$ cat src/rtl/ddr_sched_pkg.sv
// Shared DDR definitions: CBA word layout, command encodings, scheduler states.
// Latency: n/a (types and constants only).
// Backpressure: n/a.
package ddr_include;

  localparam int A_WIDTH   = 13;
  localparam int BA_WIDTH  = 2;
  localparam int CBA_WIDTH = 3 + BA_WIDTH + A_WIDTH;

  // {ras_n, cas_n, we_n}
  typedef logic [2:0] ddr_cmd_t;
  localparam ddr_cmd_t DDR_CMD_NOP   = 3'b111;
  localparam ddr_cmd_t DDR_CMD_ACT   = 3'b011;
  localparam ddr_cmd_t DDR_CMD_PRE   = 3'b010;
  localparam ddr_cmd_t DDR_CMD_AR    = 3'b001;
  localparam ddr_cmd_t DDR_CMD_READ  = 3'b101;
  localparam ddr_cmd_t DDR_CMD_WRITE = 3'b100;

  typedef enum logic [2:0] {
    ST_IDLE,
    ST_PRE_ALL,
    ST_AREF,
    ST_PRE,
    ST_ACT,
    ST_RW,
    ST_ACK
  } sched_state_t;

  function automatic logic [CBA_WIDTH-1:0] cba_word(input ddr_cmd_t cmd,
                                                    input logic [BA_WIDTH-1:0] ba,
                                                    input logic [A_WIDTH-1:0] a);
    return {cmd, ba, a};
  endfunction

endpackage

$ cat src/rtl/ddr_sched_if.sv
// Request and CBA FIFO write-port bundle between requester/FIFO (master) and scheduler (slave).
// Latency: n/a (wiring only).
// Backpressure: cba_full from the FIFO side gates cba_wr; req_valid is held until req_ack.
interface ddr_sched_if #(
  parameter int ADR_WIDTH = 25
);
  import ddr_include::*;

  logic                 req_valid;
  logic                 req_we;
  logic [ADR_WIDTH-1:0] req_adr;
  logic                 req_ack;
  logic [CBA_WIDTH-1:0] cba_din;
  logic                 cba_wr;
  logic                 cba_full;
  logic                 refresh_pending;

  modport master (
    output req_valid, req_we, req_adr, cba_full,
    input  req_ack, cba_din, cba_wr, refresh_pending
  );

  modport slave (
    input  req_valid, req_we, req_adr, cba_full,
    output req_ack, cba_din, cba_wr, refresh_pending
  );

endinterface

$ cat src/rtl/ddr_sched_refresh_timer.sv
// Auto-refresh interval timer with a single owed-refresh flag.
// Latency: pending rises REFRESH_CYCLES cycles after init_done goes high, then every REFRESH_CYCLES.
// Backpressure: none; an expiry while already pending is absorbed.
module ddr_refresh_timer #(
  parameter int REFRESH_CYCLES = 780
) (
  input  logic clk,
  input  logic reset_n,
  input  logic init_done,
  input  logic clr,
  output logic pending
);
  localparam int CW = (REFRESH_CYCLES > 1) ? $clog2(REFRESH_CYCLES) : 1;
  localparam logic [CW-1:0] RELOAD = CW'(REFRESH_CYCLES - 1);

  logic [CW-1:0] cnt;
  logic          expire;

  assign expire = init_done && (cnt == '0);

  // Countdown, parked at the reload value until the DDR init sequence is done.
  always_ff @(posedge clk or negedge reset_n) begin
    if (!reset_n) begin
      cnt <= RELOAD;
    end else if (!init_done || expire) begin
      cnt <= RELOAD;
    end else begin
      cnt <= cnt - 1'b1;
    end
  end

  // Owed-refresh flag; a fresh expiry wins over a clear landing in the same cycle.
  always_ff @(posedge clk or negedge reset_n) begin
    if (!reset_n) begin
      pending <= 1'b0;
    end else if (expire) begin
      pending <= 1'b1;
    end else if (clr) begin
      pending <= 1'b0;
    end
  end

endmodule

$ cat src/rtl/ddr_sched.sv
// DDR command scheduler: turns read/write requests and periodic refresh into CBA FIFO words.
// Latency: closed-page ACT/RW/ack at +1/+2/+3 cycles after the request is sampled in IDLE.
// Backpressure: cba_wr = ~cba_full in push states; the FSM only advances on an accepted push.
// Optional: define DDR_OPEN_ROW_EN for the open-row policy; default is closed-page with auto-precharge.
module ddr_sched
  import ddr_include::*;
#(
  parameter int ROW_WIDTH      = 13,
  parameter int COL_WIDTH      = 10,
  parameter int REFRESH_CYCLES = 780
) (
  input logic        clk,
  input logic        reset_n,
  input logic        init_done,
  ddr_sched_if.slave bus
);
  localparam int A10   = 10;
  localparam int ADR_W = ROW_WIDTH + BA_WIDTH + COL_WIDTH;

  sched_state_t state, state_nxt, req_state;

  logic                 push_state;
  logic                 push;
  logic                 refresh_pending;
  logic                 take_req;
  logic                 rw_a10;
  logic                 lat_we;
  logic [ROW_WIDTH-1:0] lat_row;
  logic [BA_WIDTH-1:0]  lat_ba;
  logic [COL_WIDTH-1:0] lat_col;
  logic [ROW_WIDTH-1:0] adr_row;
  logic [BA_WIDTH-1:0]  adr_ba;
  logic [COL_WIDTH-1:0] adr_col;
  logic [A_WIDTH-1:0]   a_row;
  logic [A_WIDTH-1:0]   a_col;
  logic [A_WIDTH-1:0]   a_all;
  logic [CBA_WIDTH-1:0] din;

  assign adr_row  = bus.req_adr[ADR_W-1 -: ROW_WIDTH];
  assign adr_ba   = bus.req_adr[COL_WIDTH +: BA_WIDTH];
  assign adr_col  = bus.req_adr[COL_WIDTH-1:0];
  assign take_req = (state == ST_IDLE) && init_done && !refresh_pending && bus.req_valid;

  assign bus.refresh_pending = refresh_pending;

  ddr_refresh_timer #(
    .REFRESH_CYCLES(REFRESH_CYCLES)
  ) u_refresh_timer (
    .clk      (clk),
    .reset_n  (reset_n),
    .init_done(init_done),
    .clr      (push && (state == ST_AREF)),
    .pending  (refresh_pending)
  );

`ifdef DDR_OPEN_ROW_EN
  logic [2**BA_WIDTH-1:0]                open_flag;
  logic [2**BA_WIDTH-1:0][ROW_WIDTH-1:0] open_row;

  // Per-bank open row: ACT opens it, the all-bank refresh closes every bank.
  always_ff @(posedge clk or negedge reset_n) begin
    if (!reset_n) begin
      open_flag <= '0;
      open_row  <= '0;
    end else if (push && (state == ST_AREF)) begin
      open_flag <= '0;
    end else if (push && (state == ST_ACT)) begin
      open_flag[lat_ba] <= 1'b1;
      open_row[lat_ba]  <= lat_row;
    end
  end

  // Row hit skips straight to the column command; a conflicting open row is precharged first.
  always_comb begin
    req_state = ST_ACT;
    if (open_flag[adr_ba]) begin
      req_state = (open_row[adr_ba] == adr_row) ? ST_RW : ST_PRE;
    end
  end

  assign rw_a10 = 1'b0;
`else
  assign req_state = ST_ACT;
  assign rw_a10    = 1'b1;
`endif

  // Request capture at the moment the FSM leaves IDLE for a read/write.
  always_ff @(posedge clk or negedge reset_n) begin
    if (!reset_n) begin
      lat_we  <= 1'b0;
      lat_row <= '0;
      lat_ba  <= '0;
      lat_col <= '0;
    end else if (take_req) begin
      lat_we  <= bus.req_we;
      lat_row <= adr_row;
      lat_ba  <= adr_ba;
      lat_col <= adr_col;
    end
  end

  // State register.
  always_ff @(posedge clk or negedge reset_n) begin
    if (!reset_n) begin
      state <= ST_IDLE;
    end else begin
      state <= state_nxt;
    end
  end

  // Next state: refresh beats requests in IDLE; push states wait for an accepted push.
  always_comb begin
    state_nxt = state;
    case (state)
      ST_IDLE: begin
        if (init_done && refresh_pending) begin
          state_nxt = ST_PRE_ALL;
        end else if (take_req) begin
          state_nxt = req_state;
        end
      end
      ST_PRE_ALL: if (push) state_nxt = ST_AREF;
      ST_AREF:    if (push) state_nxt = ST_IDLE;
      ST_PRE:     if (push) state_nxt = ST_ACT;
      ST_ACT:     if (push) state_nxt = ST_RW;
      ST_RW:      if (push) state_nxt = ST_ACK;
      ST_ACK:     state_nxt = ST_IDLE;
      default:    state_nxt = ST_IDLE;
    endcase
  end

  // Outputs: CBA word per state, push strobe gated by FIFO full, one-cycle ack.
  always_comb begin
    a_row                   = '0;
    a_row[ROW_WIDTH-1:0]    = lat_row;
    a_col                   = '0;
    a_col[COL_WIDTH-1:0]    = lat_col;
    a_col[A10]              = rw_a10;
    a_all                   = '0;
    a_all[A10]              = 1'b1;
    push_state              = 1'b1;
    din                     = cba_word(DDR_CMD_NOP, '0, '0);
    case (state)
      ST_PRE_ALL: din = cba_word(DDR_CMD_PRE, '0, a_all);
      ST_AREF:    din = cba_word(DDR_CMD_AR, '0, '0);
      ST_PRE:     din = cba_word(DDR_CMD_PRE, lat_ba, '0);
      ST_ACT:     din = cba_word(DDR_CMD_ACT, lat_ba, a_row);
      ST_RW:      din = cba_word(lat_we ? DDR_CMD_WRITE : DDR_CMD_READ, lat_ba, a_col);
      default:    push_state = 1'b0;
    endcase
    push        = push_state && !bus.cba_full;
    bus.cba_wr  = push;
    bus.cba_din = din;
    bus.req_ack = (state == ST_ACK);
  end

endmodule

$ cat src/flat_wrapper.sv
// flat-port wrapper written by rule: the top's interface ports become plain ports
module ddr_sched_flat import ddr_include::*;
#(
  parameter int ROW_WIDTH      = 13,
  parameter int COL_WIDTH      = 10,
  parameter int REFRESH_CYCLES = 780
)
  (clk, reset_n, init_done, bus_req_valid, bus_req_we, bus_req_adr, bus_cba_full, bus_req_ack, bus_cba_din, bus_cba_wr, bus_refresh_pending);
  ddr_sched_if bus_i ();
  input logic clk;
  input logic reset_n;
  input logic init_done;
  input wire logic [$bits(bus_i.req_valid)-1:0] bus_req_valid;
  input wire logic [$bits(bus_i.req_we)-1:0] bus_req_we;
  input wire logic [$bits(bus_i.req_adr)-1:0] bus_req_adr;
  input wire logic [$bits(bus_i.cba_full)-1:0] bus_cba_full;
  output wire logic [$bits(bus_i.req_ack)-1:0] bus_req_ack;
  output wire logic [$bits(bus_i.cba_din)-1:0] bus_cba_din;
  output wire logic [$bits(bus_i.cba_wr)-1:0] bus_cba_wr;
  output wire logic [$bits(bus_i.refresh_pending)-1:0] bus_refresh_pending;
  assign bus_i.req_valid = bus_req_valid;
  assign bus_i.req_we = bus_req_we;
  assign bus_i.req_adr = bus_req_adr;
  assign bus_i.cba_full = bus_cba_full;
  assign bus_req_ack = bus_i.req_ack;
  assign bus_cba_din = bus_i.cba_din;
  assign bus_cba_wr = bus_i.cba_wr;
  assign bus_refresh_pending = bus_i.refresh_pending;
  ddr_sched #(.ROW_WIDTH(ROW_WIDTH), .COL_WIDTH(COL_WIDTH), .REFRESH_CYCLES(REFRESH_CYCLES)) u_core (.clk(clk), .reset_n(reset_n), .init_done(init_done), .bus(bus_i));
endmodule
$ cat config.mk
export PLATFORM = sky130hd
export DESIGN_NAME = ddr_sched_flat
export DESIGN_NICKNAME = d
export VERILOG_FILES = /design/src/rtl/ddr_sched_pkg.sv /design/src/rtl/ddr_sched_if.sv /design/src/rtl/ddr_sched_refresh_timer.sv /design/src/rtl/ddr_sched.sv /design/src/flat_wrapper.sv
export SDC_FILE = /design/constraint.sdc
export NUM_CORES = 1
export LEC_CHECK = 0
export CORE_UTILIZATION = 49
export CTS_CLUSTER_DIAMETER = 100
export DETAILED_ROUTE_END_ITERATION = 8
export PLACE_DENSITY_LB_ADDON = 0.25
export SYNTH_ARGS = -nofsm -noshare
export SYNTH_HDL_FRONTEND = slang
export SYNTH_HIERARCHICAL = 1
export SYNTH_SLANG_ARGS = --single-unit
$ cat constraint.sdc
create_clock -name clk -period 2 [get_ports clk]
set_input_delay 0.3 -clock clk [delete_from_list [all_inputs] [get_ports clk]]
set_output_delay 0.3 -clock clk [all_outputs]
set_load 0.005 [all_outputs]
# After elaboration in Yosys (flattened, before gate mapping)
# Index checks and enable logic that the tools add are counted.
# op_classes
addsub	1
mul	0
div_mod_pow	0
order_cmp	0
n_eq_ne	12
shifts	0
n_mux	14
bitwise	0
n_reduce_logical	16
# ops
cell	n
$pmux 18 s5	1
$mux 3	7
$pmux 3 s6	1
$logic_not 10->1	1
$mux 10	1
$ne 2x1->1 const B	5
$sub 10x1->10 const B	1
$eq 3x3->1 const B	3
$logic_and 1x1->1	7
$eq 3x2->1 const B	2
$reduce_and 6->1	1
$reduce_or 5->1	1
$mux 1	4
$eq 3x1->1 const B	1
$logic_not 1->1	3
$logic_not 3->1	1
$ne 3x2->1 const B	1
$reduce_bool 2->1	1
$logic_or 1x1->1	1
# word_totals
register_bits	40
latch_bits	0
ramBits	0
romBits	0
output_inout_bits	21
mem_count	0

# Longest topological paths before layout
# Gate-level depths: netlist (run 1).
# logic_depth
ltp_word	7
mapped_depth	6

# Hierarchy
# The synthesis (run 1) kept the hierarchy.
# modules_own_cells
module	n_inst	cells_per_inst	area_each_um2	seq_area_each_um2
ddr_sched	1	123	1587.8	725.7
ddr_refresh_timer	1	56	574.3	281.5

# Worst setup path before layout (run 1)
# Ideal clock, no wire load.
# synth_path
kind	reg-to-output
start	register u_core.state[1]
end	output port bus_cba_din[0]
arrival_time_ns	1.509
slack_ns	0.191
path_stages_with_launch	7
path_buffers	1
path_cell_list	dfrtp_1 -> buf_2 -> inv_1 -> ha_1 -> nor2b_1 -> nand2_1 -> nor2_1
# synth_between
elab_chain_cells	2
elab_cells_between_ends	6
classes_between	5 x eq/ne; 1 x mux
# synth_rtl
element	line_no	rtl
start: declaration	ddr_sched.sv:20	sched_state_t state, state_nxt, req_state;
start signal: assignment	ddr_sched.sv:107	state <= state_nxt;
$eq 3x3->1 (tied with other cells)	ddr_sched.sv:143	case (state)
$pmux 18 s5 *	ddr_sched.sv:143	
end: declaration	flat_wrapper.sv:18	output wire logic [$bits(bus_i.cba_din)-1:0] bus_cba_din;
# Every way passes the cells marked *; elsewhere a longest branch is shown, timed or not.

# Worst setup path after layout (run 1)
# layout_path
start	register u_core.state[2]
end	output port bus_cba_din[5]
# Same word-level chain as after synthesis.

==> results of run 1 <==
==> how the worst max path moves through the flow <==
stage                               start             end  slack [ps]  cells past startpoint
after detailed placement  u_core/state[1]  bus_cba_din[0]         -70                      7
final                     u_core/state[2]  bus_cba_din[5]          20                      7
after global placement    u_core/state[1]  bus_cba_din[6]          -6                      7
after global routing      u_core/state[2]  bus_cba_din[5]         -60                      7
after floorplan           u_core/state[1]  bus_cba_din[0]         190                      6
after CTS                 u_core/state[1]  bus_cba_din[0]         -60                      8
==> worst max-delay path: stages (launching register included) <==
cell and delay, ps:
dfrtp_1 430, ha_4 280, nor2b_4 140, nand2_2 70, buf_6 120, buf_8 130
nor2_2 90, buf_2 110
==> cell type report <==
| cell class | count | area share |
|---|---|---|
| tap | 50 | 0.02096 |
| multi-input combinational | 124 | 0.3748 |
| clock inverter | 2 | 0.02013 |
| timing repair buffer | 73 | 0.2159 |
| inverter | 5 | 0.006289 |
| sequential | 40 | 0.3375 |
| clock buffer | 6 | 0.02432 |
==> synth_stat cells (all sizes together), types with 2 or more instances <==
master,count
dfrtp,35
mux2,28
nor2,15
mux2i,12
buf,7
nand2,7
a21oi,5
dfstp,5
inv,5
nor2b,5
nor3,5
o21ai,4
a211oi,3
clkbuf,3
a21boi,2
and3,2
ha,2
nor3b,2
nor4,2
o31a,2
o31ai,2
or2,2
or3,2
or4b,2
==> registers in the layout, indices dropped and copies added, names as in the netlist <==
name / flops
u_core/lat_ba: 2
u_core/u_refresh_timer/cnt: 10
u_core/lat_we: 1
u_core/u_refresh_timer/pending: 1
u_core/a_row: 13
u_core/lat_col: 10
u_core/state: 3
==> power breakdown <==
group          internal (mW)  switching, mW  leakage, nW
Clock                  0.499          0.285       0.0654
Combinational           1.22          0.871        0.765
Sequential              1.12          0.209        0.483
Total                   2.83           1.37         1.31
==> per-stage QoR <==
| stage | total power [mW] | area (µm²) | setup TNS (ps) | hold slack (ps) |
|---|---|---|---|---|
| 2_1_floorplan | 2.467 | 2162 | 0 | 4.409 |
| 3_3_place_gp | 3.158 | 2774 | -10.21 | 377.5 |
| 3_5_place_dp | 3.245 | 2774 | -307.2 | 389.9 |
| 4_1_cts | 4.089 | 2949 | -59.28 | 60.95 |
| 5_1_grt | 4.437 | 2984 | -173.4 | 83.95 |
| 6_report | 4.199 | 2984 | 0 | 55.71 |
==> per-layer routing <==
metal  GRT usage  routed length [µm]
met4      0.1224                 112
met2      0.3909                2572
met5           0                   0
met3     0.07667                 344
met1      0.2922                2164
==> cells in the final DEF (no fill, tap or decap), types with 3 or more instances in the layout <==
| cell type | count |
|---|---|
| nor2_1 | 9 |
| buf_6 | 5 |
| mux2_4 | 20 |
| buf_4 | 16 |
| o21ai_0 | 4 |
| a211oi_1 | 3 |
| nor3_1 | 4 |
| clkdlybuf4s50_1 | 30 |
| mux2i_1 | 12 |
| dlygate4sd2_1 | 4 |
| a21oi_1 | 5 |
| mux2_2 | 8 |
| nand2_1 | 6 |
| buf_2 | 11 |
| clkbuf_8 | 5 |
| dfrtp_1 | 35 |
| nor2_4 | 4 |
| dfstp_2 | 5 |
| nor2b_1 | 3 |
| inv_1 | 4 |
==> timing repair <==
item / in CTS / in global routing
setup buffers: 8 / 2
gates resized for setup: 67 / 18
gates cloned: 0 / 0
endpoints found under the hold margin: 0 / 0
endpoints found under the setup margin: 18 / 15
pin swaps: 2 / 5
==> cells by family after synthesis <==
kind of cell | Yosys count | synth area share
simple gates | 51 | 0.1320
buf+inv | 15 | 0.04977
compound gates | 29 | 0.09665
fa+ha+maj | 2 | 0.01157
mux | 40 | 0.2361
flops | 40 | 0.4659
xor+xnor | 2 | 0.008103
==> metrics.cfg, run 1 <==
[synth]
syn_nets = 212
synth_edf_count = 0
synth_area_leaders = dfrtp_1, mux2_4, dfstp_2
yosysWarningCount = 6
syn_area_um2 = 2162
async_flop_share = 1.000
synth-seq-cells = 40
yosysUniqueCellTypes = 53
synth_top_area_cell = dfrtp_1
synth_area_per_cell_um2 = 12.08
synthFlopType = dfrtp_1
yosys.area.top_type_share = 0.4051
synth_seq_area_share = 0.4659
syn_inst = 179

[global_route]
grt_max_degree = 41
overflow = 0
grt_first_pass_wirelength_mm = 8.045
antenna_found_initial = 0
grt_usage = 0.2436
grt_pass1_vias = 1730

[clock_network]
cts_buffer_depth = 2
numCtsBuffers = 5
htreeDepth = 2
clock_sinks = 40
cts_tree = done
cts_root_buffer = clkbuf_8
cts_hold_buf = 0
clkLatencyLatePin_ps = 300
cts.clk_slew.worst_paths_ps = 80

[setup_path]
critPathArrivalTime_ps = 1680
regToRegEndpoint = u_core/lat_col[3]
reg2reg_slack_ps = 110
r2r_start = u_core/state[2]
crit_required_ps = 1700
start_kind = flip-flop
worst_r2r_path_depth = 6
critPathCaptureType = primary output
crit_fanout = 5
crit_type = flip-flop to primary output

[routing]
ant_nets = 0
via_count = 1740
drc = 0
drt_first_pass_iters = 6
wl_per_cell_um = 17.31
drt_iter0_drc = 123
totalWireLength_mm = 5.193
vias_per_cell = 5.800

[run_status]
run_status = finished clean

[layout]
seqCellArea_um2 = 1007
antenna_cells = 0
final_cells = 300
nets = 282
fillCellCount = 285
finalCoreUtilization = 0.7251
multi_input_area_um2 = 1119
syn_to_final_growth_pct = 38.02
drive_above_1_share = 0.3800

[die]
io_pins = 52
die_area_um2 = 4682
num_rows = 23
coreArea_um2 = 4115
die_h_um = 68.43
initial_core_util = 0.5254
fp.dieW_um = 68.43

[power]
ir_drop_mv = 0.7777
powerDensity_nw_per_um2 = 1407
p_leak_nw = 1.313

[sta]
setup_viol = 0
finClkSkew_ps = 9.968
max_clock_freq_mhz = 505.2
rsz0062_at_grt = true
min_period_ps = 1980
slew_headroom = 0.6380
hold_viol_final = 0
worstMarginPinSlew_ps = 538.9
finalMaxSlewViolations = 0
setup_ws_ps = 20.43
fin_crit_sh = 0.9898

[place]
pre_cts_ws_ps = -68.92
numPortBuffers = 51
dp.cells = 286
post-dp-hpwl_mm = 3.522
gp_congestion = 0.7845

[run]
maxCapViolations = 0

[min_path]
min_path_type = primary input to async pin

(Power assumes the default switching activity.)
==> run 2: changes to the inputs <==
CTS_CLUSTER_SIZE = 25   (was default)
==> results of run 2 <==
The final DEF is identical to that of run 1; final timing and power are the same.
==> run 3: changes to the inputs <==
CELL_PAD_IN_SITES_DETAIL_PLACEMENT = 2   (was default)
CELL_PAD_IN_SITES_GLOBAL_PLACEMENT = 2   (was default)
CORE_UTILIZATION = 32   (was 49)
CTS_CLUSTER_SIZE = 20   (was 25)
REMOVE_ABC_BUFFERS = 1   (was default)
==> run 3 against run 2 <==
  * The run now ends with DRC, setup timing left
  * Global-route usage decreased by 5.2 points
  * Critical path depth increased by 1
  * First-iteration DRC count decreased by 56%
  * Critical endpoint is now bus_cba_din[3]
  * Highest routed layer unchanged
==> metrics.cfg, run 3 (synthesis results as in run 1) <==
[routing]
wl_met1_mm = 2.776  ; +28%
dr_wl_met2_mm = 3.319  ; +29%
wl_met3_um = 262  ; -24%
totalWireLength_mm = 6.404  ; +23%
highest_layer = met4
wl_per_cell_um = 19.47  ; +12%
ant_nets = 0  ; unchanged
drc = 4  ; +4
drt_first_pass_iters = 6  ; unchanged
via_count = 1721  ; -1.1%
drt_iter0_drc = 54  ; -56%
vias_per_cell = 5.231  ; -9.8%

[sta]
finClkSkew_ps = 5.436  ; -4.533 ps
max_clock_freq_mhz = 493.7  ; -2.3%
slew_headroom = 0.6080  ; -0.02994
setup_ws_ps = -25.65  ; -46.07 ps
worstMarginPinSlew_ps = 583.5  ; +44.56 ps
hold_viol_final = 0  ; unchanged
setup_viol = 5  ; +5
fin_crit_sh = 1.013  ; +0.02304
min_period_ps = 2026  ; +46.07 ps
rsz0062_at_grt = true
finalMaxSlewViolations = 0  ; unchanged

[die]
io_pins = 52  ; unchanged
coreArea_um2 = 6422  ; +56%
initial_core_util = 0.3366  ; -0.1887
num_rows = 29  ; +26%
die_area_um2 = 7089  ; +51%
die_h_um = 84.20  ; +23%
fp.dieW_um = 84.20  ; +23%

[min_path]
min_path_type = primary input to async pin

[layout]
drive_above_1_share = 0.4286  ; +0.04857
largest_reg_flops = 13  ; unchanged
final_cells = 329  ; +9.7%
nets = 284  ; +0.71%
fillCellCount = 647  ; +130%
finalCoreUtilization = 0.4794  ; -0.2457
syn_to_final_growth_pct = 42.42
layout_common_cells = dfrtp_1, clkdlybuf4s50_1, mux2_4
antenna_cells = 0  ; unchanged
final_common_cell = dfrtp_1

[global_route]
antenna_found_initial = 0  ; unchanged
grt_pass1_vias = 1888  ; +9.1%
grt_usage = 0.1916  ; -0.05208
grt_first_pass_wirelength_mm = 10.36  ; +29%
grt_max_degree = 41  ; unchanged
overflow = 0  ; unchanged

[run]
maxCapViolations = 0  ; unchanged

[setup_path]
critPathArrivalTime_ps = 1730  ; +50 ps
max_stage_delay_ps = 400  ; -30 ps
r2r_start = u_core/state[0]
crit_type = flip-flop to primary output
critPathCaptureType = primary output
crit_required_ps = 1700  ; about the same
path_buf_inv = 4  ; +1
startpoint = u_core/state[1]
start_kind = flip-flop
cpLargestDelayFamily = buffers and inverters
crit_path_cell_trace = inv_2 -> ha_4 -> buf_6 -> nor2b_4 -> nand2_4 -> buf_8 -> nor2_2 -> buf_2
crit_fanout = 5  ; unchanged
critPathSlowestCell = dfrtp_1

[power]
switching_share = 0.3478  ; +0.02268
pwr-share-comb = 0.521  ; +0.024
clkPwrFrac = 0.170  ; -0.017
powerDensity_nw_per_um2 = 1426  ; +1.4%
seqPwrFrac = 0.309  ; -0.007
ir_drop_mv = 0.5469  ; -30%
power.switching_mw = 1.527  ; +12%
p_int_mw = 2.864  ; +1.1%
p_leak_nw = 1.311  ; -0.17%

[clock_network]
numCtsBuffers = 5  ; unchanged
cts_root_buffer = clkbuf_8
cts_hold_buf = 0  ; unchanged
htreeDepth = 2  ; unchanged
cts.clk_slew.worst_paths_ps = 80  ; about the same
clkLatencyLatePin_ps = 290  ; about the same
cts_buffer_depth = 2  ; unchanged
cts_tree = done
clock_sinks = 40  ; unchanged

[place]
numPortBuffers = 51  ; unchanged
dp.cells = 311  ; +8.7%
post-dp-hpwl_mm = 4.083  ; +16%
gp_congestion = 0.7397  ; -5.7%

[run_status]
violations = DRC, setup timing
run_status = complete, but fails checks

-- run 3: changes by cell type in the layout (fill, tap and decap cells not counted), sizes merged --
cell           change
buf                +3
clkdlybuf4s50      +1
dlymetal6s2s       -1
bufinv             -1
-- run 3: timing repair --
item | in CTS | in global routing
endpoints found under the setup margin | 19 | 17
buffers inserted | 8 | 4
pin swaps | 2 | 5
resized for setup | 83 | 18
cloned | 1 | 0
hold endpoints to repair | 0 | 0
-- run 3: through the flow --
step	setup TNS [ps]	cell area, µm²	setup WS, ps	power [mW]	hold slack (ps)
after CTS	-243.9	3039	-84.97	4.280	77.32
after detailed placement	-607.6	2793	-101.4	3.270	403.3
final	-71.39	3079	-25.65	4.392	54.83
after floorplan	-10550	2073	-457.3	2.370	4.409
after global placement	-30.05	2793	-15.56	3.172	407.4
after global routing	-822.2	3079	-101.2	4.643	92.33
-- run 3: power by group through the flow --
stage                     registers [mW]  clock network (mW)  logic, mW
after global routing                1.39               0.795       2.46
final                               1.36               0.746       2.29
after global placement              1.31                   0       1.86
after CTS                           1.36               0.768       2.15
after detailed placement            1.34                   0       1.93
after floorplan                     1.35                   0       1.02
-- run 3: per-layer routing --
layer  track usage  up-vias
met2        0.3301       46
met1        0.2445      877
met5             0        -
met4       0.05329        0
li1              -      794
met3       0.03933        4
-- run 3: path summary, 6_finish.rpt --
| kind | to | slack, ps | cells past startpoint |
|---|---|---|---|
| min reg2reg | u_core/u_refresh_timer/cnt[0] | 500 | 1 |
| min in group clk | u_core/u_refresh_timer/cnt[0] | 500 | 1 |
| max in group asynchronous | u_core/state[0] | 1560 | 2 |
| max | bus_cba_din[3] | -30 | 8 |
| max reg2reg | u_core/lat_col[5] | 120 | 5 |
| min | u_core/u_refresh_timer/pending | 50 | 2 |
-- run 3: final cells by class --
class / count / area, µm² / share of cell area
Inverter: 5 / 18.77 / 0.006095
Clock buffer: 7 / 96.34 / 0.03129
Multi-Input combinational cell: 124 / 1166 / 0.3787
Timing Repair Buffer: 75 / 663.1 / 0.2154
Sequential cell: 40 / 1008 / 0.3275
Tap cell: 77 / 96.34 / 0.03129
Clock inverter: 1 / 30.03 / 0.009752
-- run 3: worst reg2reg max path, cell delays in order, from the launching register on --
cell and delay, ps:
dfrtp_2 490, buf_4 190, nor3_2 200, and4b_1 270, buf_12 230, mux2_2 390
